File: src/rtl/bn_relu_pool.sv
// ReLU followed by non-overlapping 1-D max-pooling over POOL accepted samples.
// One output register with valid/ready; the input is held off only when a
// window would close while that register still holds an unconsumed result.
module bn_relu_pool #(
   parameter int WIDTH = 16,
   parameter int FRAC  = 8,
   parameter int POOL  = 2
) (
   input  logic                           clk,
   input  logic                           rst,
   input  logic [WIDTH-1:0]               x_in,
   input  logic                           in_valid,
   output logic                           in_ready,
   input  logic                           flush,
   output logic [WIDTH-1:0]               y_out,
   output logic                           out_valid,
   input  logic                           out_ready,
   output logic [$clog2(POOL+1)-1:0]      win_cnt
);

   localparam int CW = $clog2(POOL + 1);

   if (POOL < 2 || POOL > 16 || FRAC < 0 || FRAC >= WIDTH) begin : g_bad_params
      $error("bn_relu_pool: illegal parameter set");
   end

   logic [WIDTH-1:0] y_q, y_d;
   logic [WIDTH-1:0] max_q, max_d;
   logic [CW-1:0]    cnt_q, cnt_d;
   logic             vld_q, vld_d;

   logic [WIDTH-1:0] relu_x;
   logic [WIDTH-1:0] acc_max;
   logic [WIDTH-1:0] new_max;
   logic [CW-1:0]    new_cnt;
   logic             out_busy;
   logic             accept;
   logic             close;

   assign out_busy = vld_q && !out_ready;
   assign in_ready = !((cnt_q == CW'(POOL - 1)) && out_busy);
   assign accept   = in_valid && in_ready;
   assign relu_x   = x_in[WIDTH-1] ? '0 : x_in;

   // A fresh window starts from the sample itself, never from the stale max.
   assign acc_max  = ((cnt_q == '0) || (relu_x > max_q)) ? relu_x : max_q;

   always_comb begin
      new_max = max_q;
      new_cnt = cnt_q;
      if (accept) begin
         new_max = acc_max;
         new_cnt = cnt_q + CW'(1);
      end

      // A flush only counts if the window is non-empty once this cycle's
      // sample is included, and it waits for the output register to drain.
      close = (accept && (new_cnt == CW'(POOL)))
           || (flush && (new_cnt != '0) && !out_busy);

      y_d   = y_q;
      vld_d = vld_q && !out_ready;
      cnt_d = new_cnt;
      max_d = new_max;
      if (close) begin
         y_d   = new_max;
         vld_d = 1'b1;
         cnt_d = '0;
      end
   end

   always_ff @(posedge clk or negedge rst) begin
      if (!rst) begin
         y_q   <= '0;
         max_q <= '0;
         cnt_q <= '0;
         vld_q <= 1'b0;
      end else begin
         y_q   <= y_d;
         max_q <= max_d;
         cnt_q <= cnt_d;
         vld_q <= vld_d;
      end
   end

   assign y_out     = y_q;
   assign out_valid = vld_q;
   assign win_cnt   = cnt_q;

endmodule
File: config.mk
export PLATFORM = sky130hd
export DESIGN_NAME = bn_relu_pool
export DESIGN_NICKNAME = d
export VERILOG_FILES = /design/src/rtl/bn_relu_pool.sv
export SDC_FILE = /design/constraint.sdc
export NUM_CORES = 1
export LEC_CHECK = 0
export CAP_MARGIN = 20
export CELL_PAD_IN_SITES_DETAIL_PLACEMENT = 0
export CELL_PAD_IN_SITES_GLOBAL_PLACEMENT = 1
export CORE_ASPECT_RATIO = 0.8
export CORE_UTILIZATION = 25
export DETAILED_ROUTE_END_ITERATION = 8
export PLACE_DENSITY = 0.58
export REMOVE_ABC_BUFFERS = 1
export SYNTH_ARGS = -nofsm -noshare
export SYNTH_HDL_FRONTEND = slang
export SYNTH_SLANG_ARGS = --single-unit
File: constraint.sdc
create_clock -name clk -period 5.56 [get_ports clk]
set_input_delay 0.556 -clock clk [delete_from_list [all_inputs] [get_ports clk]]
set_output_delay 0.556 -clock clk [all_outputs]
set_load 0.01 [all_outputs]
Word level (Yosys, flattened, before mapping)
Cells that the tools add are included.
- register bits: 35
- output and inout port bits: 20
- word-level logic and storage cells: 27
- $add $sub $neg: 1
- magnitude comparators: 1
- equality and inequality tests: 2
- multiplexer cells: 6
- reduce and logical (&&, ||, !) cells: 13
- operator list (operator ; count):
    16-bit two-way mux ; 2
    15-bit by 16-bit > comparator with 1-bit output ; 1
    15-bit two-way mux ; 1
    1-bit logical AND ; 6
    2-bit two-way mux ; 2
    1-bit logical NOT ; 3
    2-bit by 1-bit adder with 2-bit output (second input constant) ; 1
    2-bit by 1-bit equality test with 1-bit output (second input constant) ; 1
    2-bit equality test (second input constant) ; 1
    2-bit logical NOT ; 1
    1-bit logical OR ; 2
    2-bit nonzero test ; 1
    1-bit two-way mux ; 1

Longest topological paths before layout
Gate-level depths: netlist of run 1.
- word-level depth: 11
- depth in mapped cells: 11
- mapped depth without buffers: 8

Worst setup path before layout of run 1
OpenSTA, ideal clock, no wires.
- path kind: input port to flip-flop
- start: in x_in[15]
- end: reg max_q[10]
- setup time: 0.132 ns
- data arrival time: 2.541 ns
- required time: 5.428 ns
- setup slack: 2.887 ns
- stages on the path: 10
- path buffers: 3
- cells stage by stage: clkbuf_1 > and2b_2 > ha_1 > nand4b_4 > a2111o_1 > and4b_1 > clkbuf_2 > buf_6 > a21oi_2 > o21ai_0
- cells in the longest elaborated chain, start to end: 5
- ends and longest elaborated chain (what ; RTL line ; text):
    start: declaration ; 11 ; input logic [WIDTH-1:0] x_in,
    15-bit two-way mux (*) ; 43 ; assign relu_x = x_in[WIDTH-1] ? '0 : x_in;
    15-bit by 16-bit > comparator with 1-bit output ; 46 ; assign acc_max = ((cnt_q == '0) || (relu_x > max_q)) ? relu_x : max_q;
    1-bit logical OR ; 46 ;
    16-bit two-way mux (*) ; 46 ;
    16-bit two-way mux (*) ; 51 ; if (accept) begin
    via max_d[10] ; 28 ; logic [WIDTH-1:0] max_q, max_d;
    end signal: assignment ; 80 ; max_q <= max_d;
    end: declaration ; 28 ;
Mark *: on every way through the listed nets, which the timed path passes. The rest lies on a longest branch.
A chain may end at the register's enable or synchronous reset.

Worst setup path in the final report of run 1
- start: in x_in[15]
- end: reg max_q[13]
Same word-level chain as after synthesis.

==> impl_summary.md, run 1 <==
Outcome
The run finished with clean final reports.

Clock network
In this run the post-CTS setup repair buffer count came out at 0. Clock-pin slew was measured on the worst setup and hold paths at 0.06 ns. In this run the deepest clock path goes through 2 buffers.

For the worst-skew pair, the clock arrives at the later sink with an insertion delay of 0.28 ns. TritonCTS created 5 clock buffers. In this run the clock root is driven by a sky130_fd_sc_hd__clkbuf_16. The number of clock sinks is 35. The hold buffer count at CTS is 0.

The H-tree level count is 2. The number of gates resized after CTS was 0. TritonCTS built the clock tree.

GRT
The first global-routing pass estimated 10360 um of wire. The via count of the first global-routing pass came to 1895. The number of antenna violations at the first check in global routing was 0. The largest net degree at the start of global routing is 36. For this run, the total global-route usage over all layers was measured as 0.1410. For this run the aggregate overflow at the end of global routing stands at 0.

Critical path
The endpoint class of the critical path is a flop. STA classifies the critical path startpoint as a primary input. By startpoint and endpoint, the worst setup path is classified as in2reg. The data required time at the worst endpoint is 5.73 ns. STA puts the critical path data arrival time at 3.87 ns. Among all stages on the critical path, the largest delay is contributed by sky130_fd_sc_hd__clkdlybuf4s50_1. In this design, the stage delay of the slowest critical-path cell is 0.85 ns. Of all nets on the critical path, the largest fanout is 16. In this run the register-to-register setup slack is 2.73 ns. The signal on the critical path passes through clkdlybuf4s50_1 > and2b_2 > ha_1 > nand4_1 > nor2_1 > nand2_1 > nand3_1 > o21ai_0.

Timing
The post-route minimum period is approximately 3.7 ns. The number of endpoints with negative hold slack in the final report is 0. Headroom to the max-slew limit came out at 0.3843. After routing, the total negative slack on setup checks comes to 0 ns. At the pin with the least slew margin, the transition time is 0.9236 ns.

Across all hold checks on the routed design, the worst slack comes to 0.4762 ns. The fraction of the cycle the final worst path needs is 0.6660. Setup violations remaining at the end of the flow were counted as 0. The max-slew violation total from the final report is 0. For this run, the top clock speed supported by timing is 0.2700 GHz.

Setup repair after global routing left no endpoint under its margin. On the final layout, the worst clock skew is 0.006698 ns.

Floorplanning
Pin placement for this block handled 41 I/O pins. The row count is 31. The initial utilization of the core area, before any placement, comes to 0.2578. The core region is a little over 9000 um2. Measured along the x axis, the die boundary spans 110.2 um. The die is approximately 89 um tall. The die covers 9752 um2.

Logic synthesis
In the synthesized netlist the async set-or-reset flop fraction comes to 1.000. The number of warnings issued by yosys is 0. The dominant cell by count in the synthesized netlist is sky130_fd_sc_hd__dfrtp_1. Ranked by total cell area, the synthesized netlist is headed by sky130_fd_sc_hd__dfrtp_1 37%, sky130_fd_sc_hd__ha_1 9.1%, sky130_fd_sc_hd__a21oi_2 6.7%. The top cell type's share of synthesized area is 0.3743. Summing every instance area after synthesis gives between 2000 and 2500 um2. The commonest cells after synthesis are 35 x sky130_fd_sc_hd__dfrtp_1, 30 x sky130_fd_sc_hd__inv_1, 20 x sky130_fd_sc_hd__nor2_1, 18 x sky130_fd_sc_hd__a21oi_1, 18 x sky130_fd_sc_hd__a21oi_2. The most used flip-flop cell after synthesis is sky130_fd_sc_hd__dfrtp_1. Synthesis inferred 35 register bits.

A synthesized cell averages 9.359 um2. The number of synthesized flops with an enable pin is 0. The number of distinct library cells after synthesis is 42. Summed over all instances, the cell type with the most area after synthesis is sky130_fd_sc_hd__dfrtp_1.

For this run, the register share of the synthesized area comes to 0.3743. Counting every instance in the synthesized netlist gives 250.

Cells and area
The repair_antennas step left the layout with diodes totalling 0. The layout filler cell count is 957. Once layout is complete, the utilization of the core stands at 0.3315. The sequential cell area is approximately 880 um2.

The post-route cell area is 3009 um2. Of the cells placed in the final design, the portion with a size suffix greater than 1 is 0.1597. In the final layout, the multi-input gates occupy 1280 um2. From synthesis to final layout, the design area changed by 28.61%. After the last flow step, the layout net total stands at 325.

Placed design
Summed over all nets, the half-perimeter wirelength after detailed placement is 4260 um. The congestion estimate from routability-driven global placement came to around 0.75. The placed instances occupy a cell area of 2835 um2. The count of input and output buffers is 40.

Detailed routing
The antenna violation net count after detailed routing is 0. The first detailed-routing pass ran for 4 iterations. The routed layout has ~2000 vias. The average wire length per cell after detail routing is around 16 um. The detailed router finished its first iteration with 91 violations. After detailed routing, the number of vias per cell comes to 4.876. The final layout contains routed wiring with a total length of 6272 um. In the routed design, unresolved DRC markers number 0.

Pwr
The largest voltage drop on the vdd net is 0.0001596 V. In this run the static leakage power is 1.259 nW. The completed layout was analyzed and its total power is 0.001611 W. Dividing total power by cell area gives a power density of about 540 nW/um2.

Job
The number of maximum-capacitance constraint violations is 0.

Min path
The tightest min-delay check is of the reg2reg type.
-- sequential cells by signal (all words and copies together), names as in the netlist --
register,count
out_valid,1
max_q,16
win_cnt,2
y_out,16
-- path summary, 6_finish.rpt --
| path | cells past startpoint | from | end |
|---|---|---|---|
| worst max-delay path | 8 | x_in[15] | max_q[13]$_DFF_PN0_ |
| worst min-delay path | 2 | y_out[15]$_DFFE_PN0P_ | y_out[15]$_DFFE_PN0P_ |
| min in group asynchronous | 2 | rst | y_out[10]$_DFFE_PN0P_ |
| max in group asynchronous | 2 | rst | max_q[13]$_DFF_PN0_ |
| worst min register to register | 2 | y_out[15]$_DFFE_PN0P_ | y_out[15]$_DFFE_PN0P_ |
| worst max register to register | 6 | win_cnt[1]$_DFF_PN0_ | max_q[13]$_DFF_PN0_ |
-- metal layers --
layer	global-route usage	vias up	part of all wire
li1	-	971	-
met1	0.1957	952	0.50
met2	0.2256	38	0.45
met3	0.03387	4	0.046
met4	0.02512	0	0.0062
met5	0	-	0
-- power breakdown --
group,total (W),leakage [nW],switching [W],internal [W]
clock network,0.000334,0.0868,0.000111,0.000223
logic,0.000817,0.747,0.000448,0.000369
registers,0.000460,0.425,0.0000858,0.000375
-- kinds of logic (layout without fill, tap and decap cells) --
group	Yosys count	after routing	share of synthesized area
AND/OR/NAND/NOR	63	63	0.1481
adder cells (fa/ha/maj)	17	17	0.09091
XOR/XNOR	1	1	0.003744
flip-flops	35	35	0.3743
buffers and inverters	43	81	0.07861
AO/OA/AOI/OAI	91	91	0.3043
-- layout by cell type (no fill, tap or decap), drive strengths merged, types with 3 or more instances in the layout --
cell	instances
a21oi	36
a22o	14
a41oi	14
and2b	8
buf	3
clkbuf	6
clkdlybuf4s50	40
dfrtp	35
ha	17
inv	30
nand2	13
nand3	3
nand4	3
nor2	20
nor2b	7
o21ai	16
-- final cells by class --
class                      instances  area share
sequential                        35      0.2911
clock inverter                     2     0.01164
tap                              115     0.04782
inverter                          30     0.03742
clock buffer                       6     0.04615
multi-input combinational        172      0.4254
timing repair buffer              43      0.1405
-- per-stage QoR --
step	cells	worst slack (ns)
finish	403	1.857
global route	403	1.542
CTS	403	1.773
detailed placement	395	1.500
global placement	395	1.536
floorplan	237	3.008
-- worst max-delay path: cells and delay by family --
family / cells / cell delay, ns
and+or+nand+nor: 5 / 1.71
buffers and inverters: 1 / 0.85
AOI/OAI and AO/OA: 1 / 0.41
adders and majority gates: 1 / 0.32
Power figures use the tool's default switching activity.
==> run 2: changes to the inputs <==
--- a/config.mk
+++ b/config.mk
@@ -11,7 +11,7 @@
 export CORE_ASPECT_RATIO = 0.8
 export CORE_UTILIZATION = 25
 export DETAILED_ROUTE_END_ITERATION = 8
-export PLACE_DENSITY = 0.58
+export PLACE_DENSITY = 0.6
 export REMOVE_ABC_BUFFERS = 1
 export SYNTH_ARGS = -nofsm -noshare
 export SYNTH_HDL_FRONTEND = slang
==> constraint.sdc (replaced) <==
create_clock -name clk -period 3 [get_ports clk]
set_input_delay 0.3 -clock clk [delete_from_list [all_inputs] [get_ports clk]]
set_output_delay 0.3 -clock clk [all_outputs]
set_load 0.01 [all_outputs]
==> impl_summary.md, run 2 (synthesis gave the netlist of run 1 again) <==
Outcome
Result of the run: finished, final reports clean (unchanged).

Floorplanning
The placeable core area is 9076 um2 (unchanged). The number of top-level pins was 41 (unchanged). The die area is 9752 um2 (unchanged). The row count came to 31 (unchanged). The starting density of the core came to 0.2578 (unchanged). The height of the die is 88.53 um (unchanged). The width of the chip is 110.2 um (unchanged).

Clock network
The number of buffers added by the clock tree synthesis step is 5 (unchanged). The TritonCTS clock tree is done (unchanged). The hold buffer count at CTS was 0 (unchanged). The number of cells upsized or downsized after cts is 0 (unchanged). The worst-skew pair later-pin latency is 0.28 ns (about the same). The number of clock sinks is 35 (unchanged).

The H-tree level count is 2 (unchanged). The post-CTS setup-driven buffer insertion count was 0 (unchanged). The clock tree root buffer cell is sky130_fd_sc_hd__clkbuf_16 (unchanged).

The maximum clock insertion buffer count is 2 (unchanged). The clock-pin slew on the worst setup and hold paths is 0.06 ns (about the same).

Critical path
The slowest cell on the critical path is sky130_fd_sc_hd__or4_4 (was sky130_fd_sc_hd__clkdlybuf4s50_1). The critical path arrival is 2.90 ns (was 3.87 ns). The classification of the worst setup path was in2reg (unchanged). The number of cell instances on the worst register-to-register path is 9 (was 6). The worst flop-to-flop path startpoint is win_cnt[1]$_DFF_PN0_ (unchanged).

The endpoint class of the critical path is a flop (unchanged). Cell-by-cell listing of the critical path: clkdlybuf4s50_1 > buf_12 > and2b_1 > ha_1 > nand4b_4 > or4_4 > o21ai_4 > buf_4 > a22o_1 > a21oi_1 > a21oi_1 (was clkdlybuf4s50_1 > and2b_2 > ha_1 > nand4_1 > nor2_1 > nand2_1 > nand3_1 > o21ai_0). The data required time at the worst endpoint is 3.20 ns (was 5.73 ns). The cell repeated most along the worst path is sky130_fd_sc_hd__a21oi_1. The delay contributed by the slowest stage of the critical path is 0.55 ns (was 0.85 ns). The maximum fanout along the worst path is 15 (was 16). The endpoint of the worst register-to-register path is y_out[5]$_DFFE_PN0P_ (was max_q[13]$_DFF_PN0_).

The element type at the critical path start is a primary input (unchanged). The register-to-register path setup slack is 0.70 ns (was 2.73 ns).

Timing
The number of endpoints with negative hold slack in the final report is 0 (unchanged). RSZ-0062 raised after global routing: no (unchanged). The post-route setup TNS is 0 ns (unchanged). In the finished design, the share of the clock period the worst path needs comes to 0.9005. The final setup skew is 0.006137 ns (was 0.006698 ns). The post-route minimum period is 2.701 ns.

The remaining max-slew budget at the tightest pin is 0.4454 (was 0.3843). The setup violation total in the final timing report is 0 (unchanged). The pin slew with the least headroom to its limit is 0.8318 ns (was 0.9236 ns). The top achievable clock speed is 0.3702 GHz.

The max-slew violation total from the final report is 0 (unchanged).

Job
The number of maximum-capacitance constraint violations came to 0 (unchanged).

Cells and area
The number of diodes is 0 (unchanged). The most common cell after layout, fill and taps aside is sky130_fd_sc_hd__clkdlybuf4s50_1 (unchanged). The synthesis-to-layout area growth came to 33.21% (was 28.61%). The final instance count without filler cells came to 417 (was 403).

The fraction of final layout cells with drive strength greater than 1 came to 0.1987 (was 0.1597). The layout net count is 339 (was 325). The utilization of the core after routing is 0.3434 (was 0.3315).

The post-route cell area was 3117 um2 (was 3009 um2). The layout filler cell count is 964 (was 957). Most frequent cells in the layout: 39 x sky130_fd_sc_hd__clkdlybuf4s50_1, 35 x sky130_fd_sc_hd__dfrtp_1, 30 x sky130_fd_sc_hd__inv_1 (was 40 x sky130_fd_sc_hd__clkdlybuf4s50_1, 35 x sky130_fd_sc_hd__dfrtp_1, 30 x sky130_fd_sc_hd__inv_1).

Detailed routing
The average wire length per cell after detail routing is 15.15 um (was 15.56 um). The antenna violation net count after detailed routing was 0 (unchanged). The number of iterations in the first detailed-routing pass is 4 (unchanged). The detailed-route via count is 2014 (was 1965). The average via count per standard cell is 4.830 (was 4.876). The number of design-rule violations left by the first detailed-router iteration is 80 (was 91). The remaining routing DRC violations is 0 (unchanged). The total routed wirelength is 6316 um (was 6272 um).

Pwr
The largest voltage drop on the vdd net was 0.0003542 V (was 0.0001596 V). The leakage dissipation was 1.327 nW (was 1.259 nW). The total power density per cell area is 966.6 nW/um2 (was 535.5 nW/um2). The total power consumption of the routed design was 0.003013 W (was 0.001611 W).

Placed design
The placed instance count is 409 (was 395). The placement-stage cell area is 2960 um2 (was 2835 um2). The detailed placement HPWL was 4573 um (was 4260 um). The global placement routability congestion came to 0.7359 (was 0.7506). The count of input and output buffers is 40 (unchanged).

GRT
The total overflow reported by the global router came to 0 (unchanged). The wire length of the first global-routing pass came to 10450 um (was 10360 um). The number of antenna violations at the first check in global routing came to 0 (unchanged). The via count of the first global-routing pass came to 2090 (was 1895). The global router's overall resource usage is 0.1425 (was 0.1410).

The largest net degree at the start of global routing came to 36 (unchanged).

Min path
The class of the most critical hold timing path is in2async (was reg2reg).
==> run 2: cell count changes in the layout (fill, tap and decap cells not counted), sizes merged <==
cell	delta
bufinv	-1
clkdlybuf4s50	-1
clkinv	-1
clkbuf	+2
buf	+15
==> run 2: area by class of cell <==
type	instances	area (um2)	area share
Tap cell	115	143.9	0.04617
Timing Repair Buffer	57	548.0	0.1758
Multi-Input combinational cell	172	1280	0.4107
Inverter	30	112.6	0.03613
Clock buffer	8	156.4	0.05018
Sequential cell	35	875.8	0.2810
==> run 2: worst max path at each step <==
stage                     slack, ns                   end  startpoint  depth (start not counted)
after floorplan                0.70   max_q[10]$_DFF_PN0_    x_in[15]                          7
after global placement         0.04  y_out[1]$_DFFE_PN0P_    x_in[15]                         11
after detailed placement       0.01  y_out[3]$_DFFE_PN0P_    x_in[15]                         11
after CTS                      0.30  y_out[2]$_DFFE_PN0P_    x_in[15]                         11
after global routing           0.12  y_out[6]$_DFFE_PN0P_    x_in[15]                         11
final                          0.30  y_out[2]$_DFFE_PN0P_    x_in[15]                         11
==> run 2: per-layer routing <==
| metal | vias to the layer above | track usage | routed length, um |
|---|---|---|---|
| met4 | 0 | 0.03947 | 58 |
| met1 | 979 | 0.1997 | 3279 |
| met2 | 30 | 0.2244 | 2803 |
| met5 | - | 0 | 0 |
| met3 | 7 | 0.02725 | 175 |
| li1 | 998 | - | - |
==> run 2: worst max-delay path: cells and delay by family <==
family                   cells  cell delay (ns)
AND/OR/NAND/NOR              3             0.93
adder cells (fa/ha/maj)      1             0.35
buffers and inverters        3             0.82
AO/OA/AOI/OAI                4             0.50
==> run 2: per-stage QoR <==
step,setup slack [ns],hold WS (ns)
after CTS,0.3015,0.1549
after global routing,0.1211,0.1955
after detailed placement,0.01452,0.4551
after floorplan,0.7041,0.004409
after global placement,0.04282,0.4527
final,0.2985,0.1261
==> run 2: report_power, final <==
part	total (W)	switching, W	internal (W)
Sequential	0.000846	0.000152	0.000694
Clock	0.000549	0.000195	0.000354
Combinational	0.00162	0.000859	0.000758
==> run 3: changes to the inputs <==
--- a/config.mk
+++ b/config.mk
@@ -11,8 +11,9 @@
 export CORE_ASPECT_RATIO = 0.8
 export CORE_UTILIZATION = 25
 export DETAILED_ROUTE_END_ITERATION = 8
-export PLACE_DENSITY = 0.6
+export PLACE_DENSITY = 0.58
 export REMOVE_ABC_BUFFERS = 1
+export SKIP_CTS_REPAIR_TIMING = 1
 export SYNTH_ARGS = -nofsm -noshare
 export SYNTH_HDL_FRONTEND = slang
 export SYNTH_SLANG_ARGS = --single-unit
==> constraint.sdc (replaced) <==
create_clock -name clk -period 3.5 [get_ports clk]
set_input_delay 0.35 -clock clk [delete_from_list [all_inputs] [get_ports clk]]
set_output_delay 0.35 -clock clk [all_outputs]
set_load 0.01 [all_outputs]
==> impl_summary.md, run 3 (synthesis gave the netlist of run 1 again) <==
Timing
The post-route setup TNS is 0 ns (unchanged). The final setup skew is 0.004702 ns (was 0.006137 ns). The number of endpoints with negative hold slack in the final report is 0 (unchanged). The fraction of the cycle the final worst path needs is 0.8141.

Derived from the worst setup path, the maximum achievable clock frequency is 0.3510 GHz. The max-slew violation total from the final report is 0 (unchanged). The pin slew with the least headroom to its limit is 0.7789 ns (was 0.8318 ns).

The remaining max-slew budget at the tightest pin is 0.4806 (was 0.4454). The clock period could shrink to 2.849 ns. The worst setup margin came to 0.6506 ns (was 0.2985 ns).

The setup violation total in the final timing report is 0 (unchanged). RSZ-0062 raised after global routing: no (unchanged).

Clock network
The number of buffers added by the clock tree synthesis step came to 5 (unchanged). The number of clock sinks is 35 (unchanged). The maximum clock insertion buffer count was 2 (unchanged). The clock-pin slew on the worst setup and hold paths came to 0.06 ns (about the same). The H-tree level count was 2 (unchanged). The worst-skew pair later-pin latency came to 0.28 ns (about the same). The TritonCTS clock tree is done (unchanged). The clock tree root buffer cell is sky130_fd_sc_hd__clkbuf_16 (unchanged).

Critical path
The classification of the worst setup path is in2reg (unchanged). The data required time at the worst endpoint was 3.70 ns (was 3.20 ns). The number of cell instances on the worst register-to-register path is 8 (was 9). Cell-by-cell listing of the critical path: clkdlybuf4s50_1 > buf_4 > and2b_1 > ha_1 > nand4_1 > or4_4 > o21ai_4 > buf_4 > a22o_1 > a21oi_1 > a21oi_1 (was clkdlybuf4s50_1 > buf_12 > and2b_1 > ha_1 > nand4b_4 > or4_4 > o21ai_4 > buf_4 > a22o_1 > a21oi_1 > a21oi_1).

The delay contributed by the slowest stage of the critical path is 0.63 ns (was 0.55 ns). The element type at the critical path start is a primary input (unchanged). The worst flop-to-flop path startpoint was win_cnt[1]$_DFF_PN0_ (unchanged). The slowest cell on the critical path is sky130_fd_sc_hd__clkdlybuf4s50_1 (was sky130_fd_sc_hd__or4_4). The endpoint class of the critical path is a flop (unchanged). The register-to-register path setup slack is 1.16 ns (was 0.70 ns). The buffer and inverter count on the worst path is 3 (unchanged).

The instance count on the critical path was 11 (unchanged). The category of cells accounting for the largest share of critical-path delay is buffers and inverters (was simple AND/OR/NAND/NOR gates). The maximum fanout along the worst path came to 10 (was 15). The endpoint of the worst register-to-register path is y_out[6]$_DFFE_PN0P_ (was y_out[5]$_DFFE_PN0P_).

The critical path arrival is 3.05 ns (was 2.90 ns).

Placed design
The count of input and output buffers is 40 (unchanged). The pre-CTS setup slack is 0.3651 ns (was 0.01452 ns). The detailed placement HPWL is 4671 um (was 4573 um). The placement-stage cell area is 2925 um2 (was 2960 um2). The global placement routability congestion came to 0.7343 (was 0.7359).

Detailed routing
The number of iterations in the first detailed-routing pass was 4 (unchanged). The total routed wirelength is 6499 um (was 6316 um). The remaining routing DRC violations is 0 (unchanged). The number of design-rule violations left by the first detailed-router iteration was 91 (was 80). The average via count per standard cell is 4.872 (was 4.830). The detailed-route via count is 2022 (was 2014).

The average wire length per cell after detail routing is 15.66 um (was 15.15 um). The antenna violation net count after detailed routing is 0 (unchanged).

Min path
The class of the most critical hold timing path was in2async (unchanged).

Cells and area
The number of diodes was 0 (unchanged). The fraction of final layout cells with drive strength greater than 1 is 0.1933 (was 0.1987). Most frequent cells in the layout: 40 x sky130_fd_sc_hd__clkdlybuf4s50_1, 35 x sky130_fd_sc_hd__dfrtp_1, 30 x sky130_fd_sc_hd__inv_1 (was 39 x sky130_fd_sc_hd__clkdlybuf4s50_1, 35 x sky130_fd_sc_hd__dfrtp_1, 30 x sky130_fd_sc_hd__inv_1).

The layout net count is 338 (was 339). The most common cell after layout, fill and taps aside is sky130_fd_sc_hd__clkdlybuf4s50_1 (unchanged). The post-route cell area is 3097 um2 (was 3117 um2). The synthesis-to-layout area growth is 32.35% (was 33.21%).

GRT
The wire length of the first global-routing pass was 10630 um (was 10450 um). The via count of the first global-routing pass is 2020 (was 2090). The global router's overall resource usage was 0.1462 (was 0.1425).

The largest net degree at the start of global routing is 21 (was 36). The total overflow reported by the global router is 0 (unchanged). The number of antenna violations at the first check in global routing came to 0 (unchanged).

Pwr
The leakage dissipation was 1.315 nW (was 1.327 nW). The largest voltage drop on the vdd net came to 0.0002220 V (was 0.0003542 V). The total power density per cell area is 827.2 nW/um2 (was 966.6 nW/um2). The total power consumption of the routed design is 0.002562 W (was 0.003013 W).

Floorplanning
The die area is 9752 um2 (unchanged). The number of top-level pins was 41 (unchanged). The row count is 31 (unchanged). The width of the chip is 110.2 um (unchanged). The placeable core area was 9076 um2 (unchanged).

The height of the die is 88.53 um (unchanged). The starting density of the core is 0.2578 (unchanged).

Outcome
Result of the run: finished, final reports clean (unchanged).

Job
The number of maximum-capacitance constraint violations is 0 (unchanged).
## run 3: cell count changes in the layout (fill, tap and decap cells not counted)
cell	previous run	this run
sky130_fd_sc_hd__buf_12	2	0
sky130_fd_sc_hd__clkdlybuf4s50_1	39	40
sky130_fd_sc_hd__buf_2	1	0
sky130_fd_sc_hd__clkbuf_8	2	1
sky130_fd_sc_hd__clkinv_2	0	1
sky130_fd_sc_hd__clkbuf_1	1	0
sky130_fd_sc_hd__buf_16	0	1
## run 3: worst max-delay path by stage
| stage | from | to | slack, ns |
|---|---|---|---|
| after CTS | x_in[15] | y_out[1]$_DFFE_PN0P_ | 0.64 |
| after global routing | x_in[15] | y_out[7]$_DFFE_PN0P_ | 0.46 |
| after global placement | x_in[15] | y_out[1]$_DFFE_PN0P_ | 0.39 |
| final | x_in[15] | y_out[1]$_DFFE_PN0P_ | 0.65 |
| after detailed placement | x_in[15] | y_out[3]$_DFFE_PN0P_ | 0.37 |
| after floorplan | x_in[15] | max_q[10]$_DFF_PN0_ | 1.15 |
## run 3: layout make-up
class | instances | area, um2
inverters | 30 | 112.6
clock inverters | 1 | 5.005
flip-flops and latches | 35 | 875.8
fillers | 948 | 5979
repair buffers | 56 | 540.5
multi-input cells | 172 | 1280
clock buffers | 6 | 138.9
well taps | 115 | 143.9
## run 3: worst register-to-register path: stages, from the launching register on
cell	delay, ns
sky130_fd_sc_hd__dfrtp_1	0.39
sky130_fd_sc_hd__inv_1	0.09
sky130_fd_sc_hd__ha_1	0.18
sky130_fd_sc_hd__nand3b_1	0.16
sky130_fd_sc_hd__nand2_1	0.19
sky130_fd_sc_hd__nor3_1	0.27
sky130_fd_sc_hd__a221o_1	0.68
sky130_fd_sc_hd__a41oi_1	0.14
sky130_fd_sc_hd__a21oi_2	0.18
## run 3: power breakdown
part / leakage [nW] / switching (W) / internal (W)
Sequential: 0.425 / 0.000133 / 0.000595
Combinational: 0.817 / 0.000741 / 0.000644
Clock: 0.0727 / 0.000170 / 0.000278
Total: 1.31 / 0.00104 / 0.00152
## run 3: stage by stage
step | cells | util | hold WS, ns
2_1_floorplan | 237 | - | 0.05441
3_3_place_gp | 407 | 0.3223 | 0.4629
3_5_place_dp | 407 | 0.3223 | 0.4618
4_1_cts | 414 | 0.3382 | 0.4733
5_1_grt | 415 | 0.3412 | 0.3210
6_report | 415 | 0.3412 | 0.3199
## run 3: per-layer routing
metal	share of wire	global-route usage	wire [um]	vias to the layer above
li1	-	-	-	999
met1	0.51	0.2030	3289	963
met2	0.44	0.2330	2865	53
met3	0.044	0.02725	283	7
met4	0.0094	0.03947	61	0
met5	0	0	0	-
